[config.mk]
export PLATFORM = sky130hd
export DESIGN_NAME = flush_redirect_ctrl
export DESIGN_NICKNAME = d
export VERILOG_FILES = /design/src/rtl/flush_redirect_ctrl.sv
export SDC_FILE = /design/constraint.sdc
export NUM_CORES = 1
export LEC_CHECK = 0
export BUFFER_PORTS_ARGS = -buffer_cell sky130_fd_sc_hd__buf_2
export CAP_MARGIN = 20
export CORE_MARGIN = 8
export CORE_UTILIZATION = 40
export CTS_BUF_LIST = sky130_fd_sc_hd__clkbuf_8
export DETAILED_ROUTE_END_ITERATION = 6
export GPL_TIMING_DRIVEN = 0
export PLACE_DENSITY = 0.76
export SLEW_MARGIN = 20
export SYNTH_ARGS = -nofsm -noshare
export SYNTH_HDL_FRONTEND = slang
export SYNTH_SLANG_ARGS = --single-unit
[constraint.sdc]
create_clock -name clk -period 3.32 [get_ports clk]
set_input_delay 0.664 -clock clk [delete_from_list [all_inputs] [get_ports clk]]
set_output_delay 0.664 -clock clk [all_outputs]
set_load 0.02 [all_outputs]
[src/rtl/flush_redirect_ctrl.sv]
// ---------------------------------------------------------------------------
// flush_redirect_ctrl
//
// Central flush/redirect sequencer between the WB/CSR stage and the front end.
// A commit-time event (exception, ertn or TLB refetch) kills all younger work
// in IF/ID/EX/MEM. Fetch responses that are still in flight are drained and
// discarded. One redirect PC is then handed to IF over a valid/ready
// handshake.
//
// Build option:
//   FLUSH_CTRL_PERF_EN - adds the perf_flush_cnt and perf_discard_cnt outputs
//                        and their counters. Without it the ports are absent.
//
// Ports:
//   clk, reset          clock; asynchronous active-high reset
//   wb_ex               exception committing at WB (qualified)
//   ertn_flush          ertn committing at WB (qualified)
//   refetch             TLB-op refetch committing at WB (qualified)
//   ex_entry            exception target from CSR
//   era                 ertn target (CSR.ERA)
//   refetch_entry       PC of the refetch instruction
//   if_req_issued       IF fetch request accepted by the bus this cycle
//   if_resp_valid       fetch response returns this cycle
//   if_redirect_ready   IF accepts the redirect this cycle
//   flush_all           invalidate IF/ID/EX/MEM; block new fetch issue
//   if_resp_discard     drop the response returning this cycle
//   redirect_valid      redirect offered to IF
//   redirect_pc         redirect target, stable while redirect_valid
//   busy                sequencer is not idle
//   perf_flush_cnt      accepted events (FLUSH_CTRL_PERF_EN only)
//   perf_discard_cnt    discarded responses (FLUSH_CTRL_PERF_EN only)
// ---------------------------------------------------------------------------
module flush_redirect_ctrl #(
    parameter int MAX_OUTSTANDING = 2
) (
    input  logic        clk,
    input  logic        reset,
    input  logic        wb_ex,
    input  logic        ertn_flush,
    input  logic        refetch,
    input  logic [31:0] ex_entry,
    input  logic [31:0] era,
    input  logic [31:0] refetch_entry,
    input  logic        if_req_issued,
    input  logic        if_resp_valid,
    input  logic        if_redirect_ready,
    output logic        flush_all,
    output logic        if_resp_discard,
    output logic        redirect_valid,
    output logic [31:0] redirect_pc,
    output logic        busy
`ifdef FLUSH_CTRL_PERF_EN
    ,
    output logic [31:0] perf_flush_cnt,
    output logic [31:0] perf_discard_cnt
`endif
);

    localparam int CW = $clog2(MAX_OUTSTANDING + 1);

    typedef enum logic [1:0] {
        IDLE     = 2'd0,
        DRAIN    = 2'd1,
        REDIRECT = 2'd2
    } state_t;

    state_t        state;
    logic [CW-1:0] out_cnt;
    logic [CW-1:0] drop_cnt;
    logic [31:0]   tgt;

    // Saturating up/down step: held at MAX_OUTSTANDING and at 0, so a
    // protocol slip by IF can never wrap the count.
    function automatic logic [CW-1:0] cnt_step(input logic [CW-1:0] cnt,
                                               input logic          inc,
                                               input logic          dec);
        logic [CW-1:0] max_v;
        max_v = CW'(MAX_OUTSTANDING);
        if (inc && !dec && (cnt != max_v))
            return cnt + 1'b1;
        else if (dec && !inc && (cnt != '0))
            return cnt - 1'b1;
        else
            return cnt;
    endfunction

    logic          event_in;
    logic          accept;
    logic [31:0]   tgt_sel;
    logic [CW-1:0] out_next;
    logic [CW-1:0] drop_next;

    assign event_in = wb_ex | ertn_flush | refetch;
    // Events only matter in IDLE; elsewhere WB is already flushed.
    assign accept   = (state == IDLE) && event_in;
    assign tgt_sel  = wb_ex      ? ex_entry :
                      ertn_flush ? era      : refetch_entry;
    assign out_next = cnt_step(out_cnt, if_req_issued, if_resp_valid);
    // On the event cycle the drop count seeds from the live outstanding
    // count, including this cycle's issue/response.
    assign drop_next = cnt_step((state == IDLE) ? out_cnt : drop_cnt,
                                if_req_issued, if_resp_valid);

    // The event-cycle outputs are combinational from WB inputs; gating them
    // with reset keeps every output low while reset is held.
    assign flush_all       = !reset && (accept || (state != IDLE));
    assign if_resp_discard = !reset && if_resp_valid &&
                             (accept || (state == DRAIN));
    assign redirect_valid  = (state == REDIRECT);
    assign redirect_pc     = tgt;
    assign busy            = (state != IDLE);

    always_ff @(posedge clk or posedge reset) begin
        if (reset) begin
            state    <= IDLE;
            out_cnt  <= '0;
            drop_cnt <= '0;
            tgt      <= '0;
        end else begin
            out_cnt <= out_next;
            case (state)
                IDLE: begin
                    if (event_in) begin
                        tgt      <= tgt_sel;
                        drop_cnt <= drop_next;
                        state    <= (drop_next != '0) ? DRAIN : REDIRECT;
                    end
                end
                DRAIN: begin
                    drop_cnt <= drop_next;
                    if (drop_next == '0)
                        state <= REDIRECT;
                end
                REDIRECT: begin
                    if (if_redirect_ready)
                        state <= IDLE;
                end
                default: state <= IDLE;
            endcase
        end
    end

`ifdef FLUSH_CTRL_PERF_EN
    always_ff @(posedge clk or posedge reset) begin
        if (reset) begin
            perf_flush_cnt   <= '0;
            perf_discard_cnt <= '0;
        end else begin
            if (accept)
                perf_flush_cnt <= perf_flush_cnt + 32'd1;
            if (if_resp_discard)
                perf_discard_cnt <= perf_discard_cnt + 32'd1;
        end
    end
`endif

endmodule

==> flow_summary.ini <==
[run_status]
outcome = completed

[worst_setup_path]
startpoint_type = input port
crit_required_ns = 2.66
path_max_fanout = 7
r2r-start = state[0]$_DFFE_PP0P_
crit_type = input port to output pin
rr_worst_depth = 7
crit_start = ertn_flush
crit_path_end_kind = output pin
arrival_ns = 1.71

[final_layout]
fin_area_um2 = 3120
insertedDiodeCount = 0
fillers = 538
finalNonFillerCells = 474
syn2layout_area_growth_pct = 39.5
seqCellArea_um2 = 951
drive_gt1_frac = 0.405
fin_nets = 508
multi_input_area_um2 = 1190

[clocking]
htree_levels = 2
cts-resized-gates = 0
postCtsHoldBufs = 0
clock_sinks = 38
clkTransAtPathRegs_ns = 0.07
cts_max_path_buffers = 2
numCtsBuffers = 5
post_cts_buffers = 0
clkLatencyLatePin_ns = 0.28
cts_root_buffer = clkbuf_8
cts_tree = yes

[detailed_routing]
vias = 2328
drcViolationCount = 0
avgViaCountPerCell = 4.91
routedWlPerCell_um = 14.8
drt_wl_total_um = 6990
drt_iter0_drc = 60
dr.pass1.iters = 4
ant_nets = 0

[pwr]
ir_drop_uv = 305
p_leak_nw = 1.68
p_clk_frac = 0.122
design_power_total_w = 0.00233
netSwitchingPower_w = 0.00103
p_per_area_nw_per_um2 = 745
switching_share = 0.442
internal-power_w = 0.00130
p_comb_frac = 0.533
p_seq_frac = 0.345

[timing]
rsz0062_at_grt = false
hold-worst-slack_ns = 0.407
finClkSkew_ns = 0.00665
finalCritPeriodShare = 0.716
tightest_slew_ns = 0.502
tns_ns = 0
setup_viol = 0
maxSlewHeadroom = 0.665
final-hold-violation-count = 0
max_freq_mhz = 421
slew_viol_final = 0
fin_crit_ns = 2.38

[floorplanning]
dieArea_um2 = 8250
die_y_um = 90.8
ioPinCount = 140
start_util = 0.409
rows = 27
core-area_um2 = 5470
die_w_um = 90.8

[synthesis]
syn_nets = 362
synth.cell_area_um2 = 2240
synth-seq-cells = 38
synth_async_sr_flop_share = 1.00
yosysWarnings = 0
yosysSeqAreaShare = 0.425
syn_inst = 256
post-synth-top-area-cell = dfrtp_1
synth.area.top_cells = dfrtp_1 (42%), mux2i_1 (15%), a21oi_1 (7.6%)
synth_top_area_share = 0.425
ys.flop_type = dfrtp_1
synth_edf_count = 0
syn_avg_cell_area_um2 = 8.74
yosysUniqueCellTypes = 33

[global_routing]
grt_pass1_wl_um = 11600
grt_max_degree = 21
grt_pass1_vias = 2557
grt_use_total = 0.170
globalRoute.totalOverflow = 0
antenna_found_initial = 0

[worst_hold_path]
min_path_type = input port to asynchronous set/reset pin

[placed_design]
dp.cells = 467
io_buffer_count = 138
dpl_cell_area_um2 = 3050
dp_hpwl_um = 5800
gp_congestion = 0.822

[flow_run]
drv_cap = 0
## worst max-delay path, cell delays in order
cell and delay [ns]:
buf_2 0.16, or3_4 0.44, o21bai_4 0.21, nor3b_1 0.07, buf_2 0.16
## logic make-up (layout without fill, tap and decap cells)
family | Yosys count | count (layout) | synth area share
muxes | 36 | 36 | 0.163
buffers and inverters | 21 | 167 | 0.0453
adders and majority gates | 2 | 2 | 0.0112
DFF | 38 | 38 | 0.425
xor gates and xnor gates | 1 | 1 | 0.00391
and+or+nand+nor | 82 | 82 | 0.163
AOI/OAI and AO/OA | 76 | 76 | 0.188
## path summary, 6_finish.rpt
| check | end | slack (ns) |
|---|---|---|
| max in group asynchronous | redirect_pc[22]$_DFFE_PP0P_ | 2.45 |
| max reg2reg | state[0]$_DFFE_PP0P_ | 1.18 |
| min reg2reg | redirect_pc[27]$_DFFE_PP0P_ | 0.48 |
| max | if_resp_discard | 0.94 |
| min | drop_cnt[0]$_DFFE_PP0P_ | 0.41 |
| min in group clk | redirect_pc[27]$_DFFE_PP0P_ | 0.48 |
## power by group through the flow
stage	Combinational (W)	Clock (W)	Sequential, W
finish	0.00124	0.000284	0.000803
global route	0.00138	0.000319	0.000833
CTS	0.00126	0.000297	0.000805
detailed placement	0.00126	0	0.000811
global placement	0.00123	0	0.000800
floorplan	0.000610	0	0.00103
## cells in the mapped netlist (all sizes together) (2+ instances only)
cell type	count
buf	10
clkbuf	7
a21oi	34
nand2	35
ha	2
inv	4
dfrtp	38
nand2b	3
mux2i	35
nor3b	2
o21ai	34
nor2	34
nor2b	2
o31a	2
## registers in the layout, summed over array words and instances (netlist names)
name	flops
drop_cnt	2
out_cnt	2
redirect_pc	32
state	2
## metal layers
| metal | GRT usage | wire length (um) | vias up |
|---|---|---|---|
| li1 | - | - | 1175 |
| met3 | 0.0748 | 593 | 4 |
| met2 | 0.308 | 3610 | 88 |
| met5 | 0 | 0 | - |
| met1 | 0.178 | 2750 | 1061 |
| met4 | 0.0368 | 48 | 0 |
## through the flow
step / setup slack [ns] / utilization
global placement: 0.376 / 0.552
CTS: 0.933 / 0.571
detailed placement: 0.937 / 0.557
global route: 0.907 / 0.571
floorplan: 0.846 / -
finish: 0.943 / 0.571
## placed cells by master (no fill, tap or decap)
master     instances
buf_16             1
nor2_4             1
o2bb2ai_2          1
or4_1              1
mux2i_1           34
ha_1               2
o21ai_1           33
mux2_2             1
dfrtp_1           38
or3_4              1
o22a_1             1
xor2_1             1
nand2_4            1
inv_1              5
nor2b_1            2
o21ai_0            1
buf_4              4
nor3b_1            2
nand2_1           34
a211oi_1           1
nand2b_1           3
buf_2            144
o21bai_4           1
clkbuf_1           7
o31a_1             2
o22ai_1            1
mux2i_2            1
nand3_1            1
o21a_1             1
inv_2              1
nor3_1             1
nor2_1            33
clkbuf_8           5
or2_2              1
nor4bb_1           1
a21oi_1           34
## area by class of cell
type	count	share of cell area
well taps	72	0.0288
clock inverters	2	0.00240
multi-input cells	197	0.380
repair buffers	139	0.230
clock buffers	5	0.0220
inverters	4	0.00481
plain buffers	17	0.0276
flip-flops and latches	38	0.304
No activity file was read; power rests on OpenSTA's default activity.
